===== src/rtl/ppu_pkg.sv =====
// Shared PPU pipeline definitions: reset/NOP constants and the IF/ID payload
// struct, which the ID/EX register reuses.
package ppu_pkg;

   localparam logic [31:0] NOP_WORD = 32'h0000_0000;
   localparam logic [31:0] RESET_PC = 32'h0000_0000;
   localparam logic [31:0] PC_INC   = 32'd4;

   typedef struct packed {
      logic [31:0] instr;
      logic [31:0] pc;
      logic        valid;
   } ifid_t;

endpackage


===== src/rtl/fetch_ifid_stage_if.sv =====
// Handshake/bus bundle of the fetch stage: hazard controls, branch redirect,
// instruction-memory port and IF/ID outputs.
interface fetch_ifid_stage_if #(
   parameter int unsigned IMEM_AW = 9
);
   logic               stall;
   logic               flush;
   logic               branch_taken;
   logic [31:0]        branch_target;
   logic [IMEM_AW-1:0] imem_addr;
   logic [31:0]        imem_data;
   logic [31:0]        if_pc;
   logic [31:0]        id_instruction;
   logic [31:0]        id_pc;
   logic               id_valid;
   logic [31:0]        fetch_count;

   modport master (
      input  stall, flush, branch_taken, branch_target, imem_data,
      output imem_addr, if_pc, id_instruction, id_pc, id_valid, fetch_count
   );

   modport slave (
      output stall, flush, branch_taken, branch_target, imem_data,
      input  imem_addr, if_pc, id_instruction, id_pc, id_valid, fetch_count
   );
endinterface


===== src/rtl/pipe_reg.sv =====
// Generic pipeline register: async active-high reset, load enable and a
// synchronous clear-to-value that only acts when enabled.
module pipe_reg #(
   parameter int unsigned     Width    = 32,
   parameter logic [Width-1:0] ResetVal = '0,
   parameter logic [Width-1:0] ClearVal = '0
) (
   input  logic             clk,
   input  logic             reset,
   input  logic             i_en,
   input  logic             i_clr,
   input  logic [Width-1:0] i_d,
   output logic [Width-1:0] o_q
);

   logic [Width-1:0] r_q;

   always_ff @(posedge clk or posedge reset) begin
      if (reset) begin
         r_q <= ResetVal;
      end else if (i_en) begin
         r_q <= i_clr ? ClearVal : i_d;
      end
   end

   assign o_q = r_q;

endmodule


===== src/rtl/fetch_ifid_stage.sv =====
// Instruction fetch with PC/nPC delay-slot sequencing, plus the IF/ID pipeline
// register and an accepted-fetch counter; honours hazard stall and flush.
module fetch_ifid_stage
   import ppu_pkg::ifid_t;
   import ppu_pkg::PC_INC;
#(
   parameter logic [31:0] RESET_PC = ppu_pkg::RESET_PC,
   parameter int unsigned IMEM_AW  = 9,
   parameter logic [31:0] NOP_WORD = ppu_pkg::NOP_WORD
) (
   input logic                clk,
   input logic                reset,
   fetch_ifid_stage_if.master bus
);

   localparam ifid_t IfidEmpty = '{instr: NOP_WORD, pc: 32'h0, valid: 1'b0};

   logic [31:0] r_pc;
   logic [31:0] r_npc;
   logic [31:0] r_fetch_count;
   logic [31:0] w_npc_next;
   logic        w_en;
   logic        w_unused_tgt;
   ifid_t       w_ifid_d;
   ifid_t       w_ifid_q;

   assign w_en = ~bus.stall;

   // A taken branch only retargets nPC, so the word already at nPC (the delay
   // slot) still becomes the next PC.
   always_comb begin
      w_npc_next = r_npc + PC_INC;
      if (bus.branch_taken) begin
         w_npc_next = {bus.branch_target[31:2], 2'b00};
      end
   end

   assign w_unused_tgt = ^bus.branch_target[1:0];

   always_ff @(posedge clk or posedge reset) begin
      if (reset) begin
         r_pc  <= RESET_PC;
         r_npc <= RESET_PC + PC_INC;
      end else if (w_en) begin
         r_pc  <= r_npc;
         r_npc <= w_npc_next;
      end
   end

   always_ff @(posedge clk or posedge reset) begin
      if (reset) begin
         r_fetch_count <= 32'h0;
      end else if (w_en && !bus.flush) begin
         r_fetch_count <= r_fetch_count + 32'd1;
      end
   end

   always_comb begin
      w_ifid_d       = IfidEmpty;
      w_ifid_d.instr = bus.imem_data;
      w_ifid_d.pc    = r_pc;
      w_ifid_d.valid = 1'b1;
   end

   pipe_reg #(
      .Width    ($bits(ifid_t)),
      .ResetVal (IfidEmpty),
      .ClearVal (IfidEmpty)
   ) u_ifid_reg (
      .clk   (clk),
      .reset (reset),
      .i_en  (w_en),
      .i_clr (bus.flush),
      .i_d   (w_ifid_d),
      .o_q   (w_ifid_q)
   );

   assign bus.imem_addr      = r_pc[IMEM_AW-1:0];
   assign bus.if_pc          = r_pc;
   assign bus.id_instruction = w_ifid_q.instr;
   assign bus.id_pc          = w_ifid_q.pc;
   assign bus.id_valid       = w_ifid_q.valid;
   assign bus.fetch_count    = r_fetch_count;

endmodule


===== src/flat_wrapper.sv =====
// flat-port wrapper written by rule: the top's interface ports become plain ports
module fetch_ifid_stage_flat import ppu_pkg::ifid_t; import ppu_pkg::PC_INC;
#(
   parameter logic [31:0] RESET_PC = ppu_pkg::RESET_PC,
   parameter int unsigned IMEM_AW  = 9,
   parameter logic [31:0] NOP_WORD = ppu_pkg::NOP_WORD
)
  (clk, reset, bus_stall, bus_flush, bus_branch_taken, bus_branch_target, bus_imem_data, bus_imem_addr, bus_if_pc, bus_id_instruction, bus_id_pc, bus_id_valid, bus_fetch_count);
  fetch_ifid_stage_if #(.IMEM_AW(IMEM_AW)) bus_i ();
  input logic clk;
  input logic reset;
  input wire logic [$bits(bus_i.stall)-1:0] bus_stall;
  input wire logic [$bits(bus_i.flush)-1:0] bus_flush;
  input wire logic [$bits(bus_i.branch_taken)-1:0] bus_branch_taken;
  input wire logic [$bits(bus_i.branch_target)-1:0] bus_branch_target;
  input wire logic [$bits(bus_i.imem_data)-1:0] bus_imem_data;
  output wire logic [$bits(bus_i.imem_addr)-1:0] bus_imem_addr;
  output wire logic [$bits(bus_i.if_pc)-1:0] bus_if_pc;
  output wire logic [$bits(bus_i.id_instruction)-1:0] bus_id_instruction;
  output wire logic [$bits(bus_i.id_pc)-1:0] bus_id_pc;
  output wire logic [$bits(bus_i.id_valid)-1:0] bus_id_valid;
  output wire logic [$bits(bus_i.fetch_count)-1:0] bus_fetch_count;
  assign bus_i.stall = bus_stall;
  assign bus_i.flush = bus_flush;
  assign bus_i.branch_taken = bus_branch_taken;
  assign bus_i.branch_target = bus_branch_target;
  assign bus_i.imem_data = bus_imem_data;
  assign bus_imem_addr = bus_i.imem_addr;
  assign bus_if_pc = bus_i.if_pc;
  assign bus_id_instruction = bus_i.id_instruction;
  assign bus_id_pc = bus_i.id_pc;
  assign bus_id_valid = bus_i.id_valid;
  assign bus_fetch_count = bus_i.fetch_count;
  fetch_ifid_stage #(.RESET_PC(RESET_PC), .IMEM_AW(IMEM_AW), .NOP_WORD(NOP_WORD)) u_core (.clk(clk), .reset(reset), .bus(bus_i));
endmodule

===== config.mk =====
export PLATFORM = sky130hd
export DESIGN_NAME = fetch_ifid_stage_flat
export DESIGN_NICKNAME = d
export VERILOG_FILES = /design/src/rtl/ppu_pkg.sv /design/src/rtl/fetch_ifid_stage_if.sv /design/src/rtl/pipe_reg.sv /design/src/rtl/fetch_ifid_stage.sv /design/src/flat_wrapper.sv
export SDC_FILE = /design/constraint.sdc
export NUM_CORES = 1
export LEC_CHECK = 0
export CAP_MARGIN = 25
export CELL_PAD_IN_SITES_DETAIL_PLACEMENT = 1
export CELL_PAD_IN_SITES_GLOBAL_PLACEMENT = 1
export CORE_MARGIN = 2
export CORE_UTILIZATION = 35
export DETAILED_ROUTE_END_ITERATION = 6
export PLACE_DENSITY = 0.84
export SETUP_SLACK_MARGIN = 0.05
export SKIP_LAST_GASP = 1
export SYNTH_ARGS = -nofsm -noshare
export SYNTH_HDL_FRONTEND = slang
export SYNTH_HIERARCHICAL = 1
export SYNTH_SLANG_ARGS = --single-unit

===== constraint.sdc =====
create_clock -name clk -period 5.7 [get_ports clk]
set_input_delay 1.14 -clock clk [delete_from_list [all_inputs] [get_ports clk]]
set_output_delay 1.14 -clock clk [all_outputs]
set_load 0.01 [all_outputs]

==> flow_summary.yaml, run 1 <==
status:
  outcome: "finished, final reports clean"
timing:
  setup_viol: 0
  hold_viol: 0
  rsz0062_at_grt: "no"
  worst_pin_slew_ns: 0.9864
  slew_violations: 0
  setup_tns_ns: 0
  finClkSkew_ns: 0.007617
  relSlewSlack_pct: 34.00
  postLayoutSetupSlackWorst_ns: 2.380
  max_freq_mhz: 301.2
  fin_crit_sh_pct: 58.25
  min_period_ns: 3.320
synth:
  synthFlopType: "dfrtp_1"
  yosysMostFrequentCell: "dfrtp_1"
  ys_ff_latch: 157
  ys_seq_area_share_pct: 56.06
  async_flop_share_pct: 100.0
  synth_top_area_share_pct: 55.68
  ys_types: 60
  netlist_instances: 612
  syn_area_um2: 7010
  synth_common_cells: "156 x dfrtp_1, 65 x a22o_1, 31 x nand2_1"
  yosysTopAreaCell: "dfrtp_1"
  synthTopCellsByArea: "dfrtp_1 56%, a22o_1 8.1%, mux2_2 3.7%"
  synth_edf_count: 0
  yosys_warnings: 6
  synth_area_per_cell_um2: 11.46
layout:
  n_antenna_cell: 0
  final_nets: 864
  drive_gt1_share_pct: 9.677
  seq_area_um2: 3930
  area_growth_pct: 37.73
  final_area_um2: 9656
  instances_no_fill: 1071
  multi_input_area_um2: 2708
  fillers: 2137
die:
  num_rows: 51
  die_area_um2: 21180
  floorplan.initialDensity_pct: 35.79
  coreArea_um2: 19590
  die_h_um: 145.5
  boundaryPins: 207
  fp.dieW_um: 145.5
placed_design:
  place.gp.congestion: 0.8819
  pre_cts_ws_ns: 1.958
  placed_area_um2: 9102
  port_buffers: 200
  dp_cells: 1037
  dp_hpwl_um: 15230
route:
  dr.pass1.iters: 5
  avgViaCountPerCell: 5.452
  wl_um: 21370
  wl_per_cell_um: 19.95
  drt-initial-drc-count: 348
  ant_nets: 0
  num_vias: 5839
  drc_errors: 0
worst_setup_path:
  rr_endpoint: "u_core/r_npc[18]"
  cp-end-kind: "register"
  path_class: "primary input to register"
  critPathRequiredTime_ns: 6.03
  critPathMaxFanout: 49
  reg2reg_slack_ns: 3.33
  rr_worst_depth: 6
  crit_start: "bus_branch_taken"
  crit_path_start_kind: "primary input"
  cp.arrival_ns: 3.65
  r2r_start: "u_core/r_npc[2]"
hold_path:
  whs_path_depth: 1
  min_to: "u_core/bus.fetch_count[31]"
  hp-class: "register to register"
  hold_path.startpoint: "u_core/bus.fetch_count[31]"
clocking:
  post_cts_buffers: 0
  cts_tree: "done"
  cts-hold-fix-buffers: 0
  clock_sinks: 157
  cts_buffers: 17
  cts-htree-levels: 4
  clk_pin_slew_worst_paths_ns: 0.06
  clock_latency_ns: 0.41
  cts.repair.resized: 0
  cts_buffer_depth: 2
  root_buffer: "clkbuf_16"
pwr:
  total_leakage_power_uw: 0.004115
  ir_drop_mv: 0.1547
  power_density_nw_per_um2: 320.7
global_route:
  grt_overflow_total: 0
  grt_pass1_wl_um: 34520
  antenna_found_initial: 0
  grt_pass1_vias: 6037
  grt_max_degree: 58
  grtUsageTotal_pct: 20.43
job:
  maxCapViolCount: 0
sequential cells by signal, summed over array words and instances, names as in the netlist:
| name | cells |
|---|---|
| u_core/u_ifid_reg/o_q | 65 |
| u_core/bus.fetch_count | 32 |
| u_core/bus.if_pc | 30 |
| u_core/r_npc | 30 |
final cells by class:
cell class / instances / area share, %
multi-input cells: 389 / 28.04
repair buffers: 209 / 21.43
flip-flops and latches: 157 / 40.70
inverters: 19 / 0.7645
well taps: 265 / 3.434
clock inverters: 14 / 1.179
clock buffers: 18 / 4.445
worst max-delay path by stage:
stage	endpoint	depth (start not counted)
finish	u_core/r_npc[31]	6
global route	u_core/r_npc[16]	6
CTS	u_core/r_npc[20]	6
detailed placement	u_core/u_ifid_reg/o_q[7]	5
global placement	u_core/u_ifid_reg/o_q[38]	5
floorplan	u_core/bus.fetch_count[0]	1
through the flow:
step	power, µW	util [%]	hold slack (ns)
after floorplan	1689	-	0.5039
after global placement	2033	46.34	0.4617
after detailed placement	2067	46.46	0.4724
after CTS	3130	49.24	0.4882
after global routing	3239	49.29	0.5140
final	3097	49.29	0.4842
cell families (layout without fill, tap and decap cells):
kind of cell    Yosys count  count (layout)  share of synthesized area, %
buf+inv                  71             260                         5.586
other cells               2               7                        0.1071
xor+xnor                 31              31                         3.873
flops                   157             157                         56.06
simple gates            171             171                         13.28
mux                      25              25                         3.980
compound gates          153             153                         16.76
fa+ha+maj                 2               2                        0.3569
worst max-delay path: stages:
cell	delay, ns
clkdlybuf4s50_1	0.45
buf_4	0.43
clkinv_1	0.42
nor2_1	0.85
a221oi_1	0.18
o211ai_1	0.15
routing by layer:
metal  wire (µm)  vias to the layer above  track usage, %
li1            -                     2632               -
met1        9427                     2994           27.40
met2       10620                      187           33.70
met3         851                       26           3.981
met4         467                        0           6.176
met5           0                        -               0
power by group:
group | total (µW) | switching (µW) | internal (µW)
Clock | 1060 | 489 | 567
Sequential | 1400 | 150 | 1250
Combinational | 641 | 283 | 357
placed cells by master, fill, tap and decap left out, types with 3 or more instances in the layout:
master,netlist,layout
clkdlybuf4s50_1,0,199
dfrtp_1,156,156
a22o_1,65,65
nand2_1,31,31
nor2_1,28,28
o21ai_0,26,26
nand3_1,26,26
nor4_1,24,24
mux2_2,23,23
xor2_1,23,23
clkbuf_16,0,17
nand4_1,16,16
inv_1,18,15
nor3_1,13,13
a22oi_1,12,12
a21oi_1,11,11
xnor2_1,8,8
nand2b_1,7,7
conb_1,2,7
and3_1,5,5
buf_4,11,5
clkinv_4,0,4
inv_6,0,4
and4_1,4,4
a31oi_1,4,4
o22ai_1,4,4
a311o_1,4,4
o311ai_0,4,4
a211oi_1,4,4
clkinvlp_4,0,3
No activity file was read; power rests on OpenSTA's default activity.
==> run 2, diff against run 1 <==
clock period = 3.3 ns   (was 5.7 ns; I/O delays follow)
==> flow_summary.yaml, run 2 (same netlist as run 1, synthesis figures left out) <==
die:
  die_h_um: 145.5
  boundaryPins: 207
  coreArea_um2: 19590
  num_rows: 51
  die_area_um2: 21180
  fp.dieW_um: 145.5
  floorplan.initialDensity_pct: 35.79
global_route:
  grt_pass1_wl_um: 35130
  grt_overflow_total: 0
  grt_pass1_vias: 6092
  grtUsageTotal_pct: 20.96
  met1_usage_pct: 27.53
  grt_max_degree: 66
  antenna_found_initial: 0
  met3_usage_pct: 4.044
  grt_busiest_layer: "met2"
  use_met2_pct: 34.57
worst_setup_path:
  crit_path_start_kind: "register"
  path_delay_family: "simple AND/OR/NAND/NOR gates"
  max_stage_delay_ns: 0.69
  critPathBufInv: 0
  slowest_stage: "nand3_1"
  crit_chain: "and4_1, nand3_1, nor4_1, xor2_1"
  cp.arrival_ns: 2.65
  critPathRequiredTime_ns: 3.64
  critPathMaxFanout: 22
  cp-end-kind: "register"
  path_class: "register to register"
clocking:
  cts-htree-levels: 4
  root_buffer: "clkbuf_16"
  clock_latency_ns: 0.43
  cts_buffers: 17
  cts-hold-fix-buffers: 0
  cts.repair.resized: 0
  clk_pin_slew_worst_paths_ns: 0.06
  clock_sinks: 157
  cts_buffer_depth: 2
  cts_tree: "done"
  post_cts_buffers: 0
placed_design:
  placed_area_um2: 9173
  port_buffers: 200
  place.gp.congestion: 0.9017
  pre_cts_ws_ns: 0.5708
  dp_hpwl_um: 15500
pwr:
  internal_power_uw: 3842
  ir_drop_mv: 0.2760
  p_sw_share_pct: 29.29
  pwr-share-seq_pct: 44.6
  total_leakage_power_uw: 0.004157
  pwr-share-comb_pct: 20.7
  power_density_nw_per_um2: 556.8
  p_switching_uw: 1591
  power_frac_clock_pct: 34.7
timing:
  relSlewSlack_pct: 34.71
  hold_viol: 0
  fin_crit_sh_pct: 70.18
  finClkSkew_ns: 0.006914
  rsz0062_at_grt: "no"
  setup_tns_ns: 0
  max_freq_mhz: 431.8
  min_period_ns: 2.316
  postLayoutSetupSlackWorst_ns: 0.9839
  slew_violations: 0
  worst_pin_slew_ns: 0.9766
  setup_viol: 0
route:
  avgViaCountPerCell: 5.484
  drc_errors: 0
  wl_per_cell_um: 20.47
  dr.pass1.iters: 5
  ant_nets: 0
  drt-initial-drc-count: 416
  num_vias: 5901
  wl_um: 22020
layout:
  drive_gt1_share_pct: 10.23
  final_cell_mix: "199 x clkdlybuf4s50_1, 156 x dfrtp_1, 65 x a22o_1"
  largest_reg_flops: 65
  area_growth_pct: 39.18
  final_common_cell: "clkdlybuf4s50_1"
  final_nets: 869
  n_antenna_cell: 0
  fillers: 2104
  final_area_um2: 9757
hold_path:
  hp-class: "register to register"
job:
  maxCapViolCount: 0
status:
  outcome: "finished, final reports clean"
## run 2: changes by cell type in the layout (fill, tap and decap cells not counted)
cell        before  now
clkinv_4         4    3
clkinvlp_4       3    4
buf_4            5    8
buf_2            2    1
bufinv_16        0    1
buf_12           1    4
clkinv_2         2    1
## run 2: worst reg2reg max path: stages, from the launching register on
cell	delay, ns
dfrtp_1	0.43
and4_1	0.26
nand3_1	0.69
nor4_1	0.64
xor2_1	0.21
## run 2: path summary, 6_finish.rpt
kind | start | endpoint | slack (ns) | depth (start not counted)
worst min-delay path | u_core/bus.fetch_count[31] | u_core/bus.fetch_count[31] | 0.47 | 1
max in group asynchronous | reset | u_core/r_npc[2] | 1.78 | 3
worst min register to register | u_core/bus.fetch_count[31] | u_core/bus.fetch_count[31] | 0.47 | 1
worst max register to register | u_core/bus.fetch_count[5] | u_core/bus.fetch_count[17] | 0.98 | 4
min in group asynchronous | reset | u_core/u_ifid_reg/o_q[41] | 0.77 | 2
worst max-delay path | u_core/bus.fetch_count[5] | u_core/bus.fetch_count[17] | 0.98 | 4
## run 2: final cells by class
type                       instances  area (µm²)  share of cell area, %
sequential                       157        3930                  40.28
multi-input combinational        389        2708                  27.75
timing repair buffer             214        2147                  22.01
clock buffer                      18       429.2                  4.399
tap                              265       331.6                  3.398
clock inverter                    14       137.6                  1.411
inverter                          19       73.82                 0.7566
## run 2: routing by layer
| metal | part of all wire, % | up-vias |
|---|---|---|
| met5 | 0 | - |
| met4 | 2.6 | 0 |
| met3 | 4.8 | 39 |
| met2 | 50 | 211 |
| met1 | 43 | 3017 |
| li1 | - | 2634 |
## run 2: per-stage QoR
stage / std cells / hold slack (ns) / utilization (%) / total power, µW
global placement: 1041 / 0.4604 / 46.82 / 3525
floorplan: 617 / 0.5039 / - / 2917
CTS: 1073 / 0.4742 / 49.72 / 5494
global route: 1076 / 0.5050 / 49.81 / 5667
detailed placement: 1041 / 0.4597 / 46.82 / 3584
finish: 1076 / 0.4712 / 49.81 / 5433
## run 2: power by group through the flow
stage	clock [µW]	combinational, µW	sequential (µW)
finish	1890	1120	2420
global route	2000	1200	2460
CTS	1930	1140	2420
detailed placement	0	1130	2460
global placement	0	1090	2440
floorplan	0	456	2460
==> run 3, diff against run 2 <==
CORE_UTILIZATION = 33   (was 35)
PLACE_DENSITY = 0.83   (was 0.84)
clock period = 1.9 ns   (was 3.3 ns; I/O delays follow)
==> flow_summary.yaml, run 3 (same netlist as run 1, synthesis figures left out) <==
global_route:
  grtUsageTotal_pct: 19.81
  met1_usage_pct: 26.32
  grt_overflow_total: 0
  grt_busiest_layer: "met2"
  grt_pass1_vias: 6369
  met3_usage_pct: 4.024
  antenna_found_initial: 0
  grt_max_degree: 61
  grt_pass1_wl_um: 34800
  use_met2_pct: 32.20
timing:
  postLayoutSetupSlackWorst_ns: 0.02356
  worst_hold_slack_ns: 0.3641
  setup_viol: 0
  slew_violations: 0
  min_period_ns: 1.876
  rsz0062_at_grt: "yes"
  hold_viol: 0
  finClkSkew_ns: 0.009947
  fin_crit_sh_pct: 98.76
  max_freq_mhz: 532.9
die:
  num_rows: 53
  die_area_um2: 22430
  die_h_um: 149.8
  floorplan.initialDensity_pct: 33.45
  fp.dieW_um: 149.8
  coreArea_um2: 20960
  boundaryPins: 207
clocking:
  clock_latency_ns: 0.43
  clock_sinks: 157
  cts_buffers: 17
  clk_pin_slew_worst_paths_ns: 0.07
  cts-htree-levels: 4
  cts_tree: "done"
  root_buffer: "clkbuf_16"
  cts_buffer_depth: 2
worst_setup_path:
  crit_start: "u_core/r_npc[2]"
  critPathBufInv: 0
  slowest_stage: "dfstp_2"
  path_class: "register to register"
  crit_chain: "nand4_1, or4_4, or3_1, a221oi_2"
  r2r_start: "u_core/r_npc[2]"
  path_delay_family: "simple AND/OR/NAND/NOR gates"
  critPathRequiredTime_ns: 2.24
  rr_endpoint: "u_core/r_npc[25]"
  cp.arrival_ns: 2.22
  cp-end-kind: "register"
  max_stage_delay_ns: 0.57
  rr_worst_depth: 4
  critPathMaxFanout: 4
  reg2reg_slack_ns: 0.02
  crit_path_start_kind: "register"
placed_design:
  dp_hpwl_um: 15240
  pre_cts_ws_ns: -0.1807
  place.gp.congestion: 0.8350
  port_buffers: 200
  dp_cells: 1097
hold_path:
  whs_path_depth: 3
  hp-class: "primary input to register"
  hold_path.startpoint: "bus_stall"
  min_to: "u_core/bus.if_pc[30]"
route:
  num_vias: 5996
  wl_um: 22020
  dr.pass1.iters: 4
  ant_nets: 0
  avgViaCountPerCell: 5.287
  drc_errors: 0
  wl_per_cell_um: 19.41
  drt-initial-drc-count: 313
pwr:
  p_sw_share_pct: 28.81
  pwr-share-comb_pct: 21.4
  ir_drop_mv: 0.6030
  total_leakage_power_uw: 0.004523
  p_switching_uw: 2804
  power_density_nw_per_um2: 945.7
  power_frac_clock_pct: 35.8
  internal_power_uw: 6931
  pwr-share-seq_pct: 42.8
layout:
  n_antenna_cell: 0
  multi_input_area_um2: 2780
  final_common_cell: "clkdlybuf4s50_1"
  area_growth_pct: 46.85
  drive_gt1_share_pct: 17.11
  fillers: 2272
  final_nets: 917
  fin_util_pct: 49.13
  final_cell_mix: "189 x clkdlybuf4s50_1, 152 x dfrtp_1, 65 x a22o_1"
  largest_reg_flops: 65
  instances_no_fill: 1134
  seq_area_um2: 3935
job:
  maxCapViolCount: 0
status:
  outcome: "finished, final reports clean"
-- run 3: cell count changes in the layout (fill, tap and decap cells not counted), sizes merged, moves of 2 or more --
cell / previous run / this run
buf: 13 / 63
clkbuf: 20 / 18
clkdlybuf4s50: 199 / 189
dlygate4sd2: 0 / 4
dlymetal6s2s: 0 / 6
-- run 3: worst max path at each step --
stage	to	slack [ns]	cells past startpoint
after floorplan	u_core/r_npc[25]	0.06	4
after global placement	u_core/bus.fetch_count[23]	-0.08	6
after detailed placement	u_core/bus.fetch_count[20]	-0.18	6
after CTS	u_core/r_npc[25]	0.02	4
after global routing	u_core/r_npc[25]	-0.06	4
final	u_core/r_npc[25]	0.02	4
-- run 3: final cells by class --
cell class	instances	share of cell area, %
Clock buffer	18	4.266
Clock inverter	14	1.531
Inverter	19	0.7657
Multi-Input combinational cell	389	27.01
Sequential cell	157	38.22
Tap cell	275	3.342
Timing Repair Buffer	262	24.87
-- run 3: power groups by stage --
| stage | clock network (µW) | logic, µW | registers (µW) |
|---|---|---|---|
| final | 3490 | 2080 | 4170 |
| after global routing | 3700 | 2240 | 4230 |
| after CTS | 3580 | 2080 | 4170 |
| after detailed placement | 0 | 2060 | 4230 |
| after global placement | 0 | 2000 | 4200 |
| after floorplan | 0 | 794 | 4280 |
-- run 3: what timing repair did --
item | in CTS | in global routing
pin swaps | 0 | 2
resized for setup | 9 | 20
hold buffers | 0 | 0
setup buffers | 2 | 3
hold endpoints to repair | 0 | 0
setup endpoints to repair | 18 | 35
-- run 3: metrics by stage --
stage,cell area (µm²),power [µW],setup TNS [ns]
3_3_place_gp,9579,6202,-0.8628
4_1_cts,10200,9831,0
2_1_floorplan,7043,5069,0
5_1_grt,10290,10180,-0.05950
6_report,10290,9735,0
3_5_place_dp,9579,6287,-1.915
-- run 3: metal layers --
metal | vias up | wire length, µm | share of wire, %
li1 | 2745 | - | -
met1 | 3061 | 9805 | 45
met2 | 159 | 10860 | 49
met3 | 31 | 906 | 4.1
met4 | 0 | 439 | 2.0
met5 | - | 0 | 0
-- run 3: tightest hold or removal path, stage by stage --
cell and delay [ns]:
buf_2 0.19, nand2_1 0.08, o21ai_0 0.08
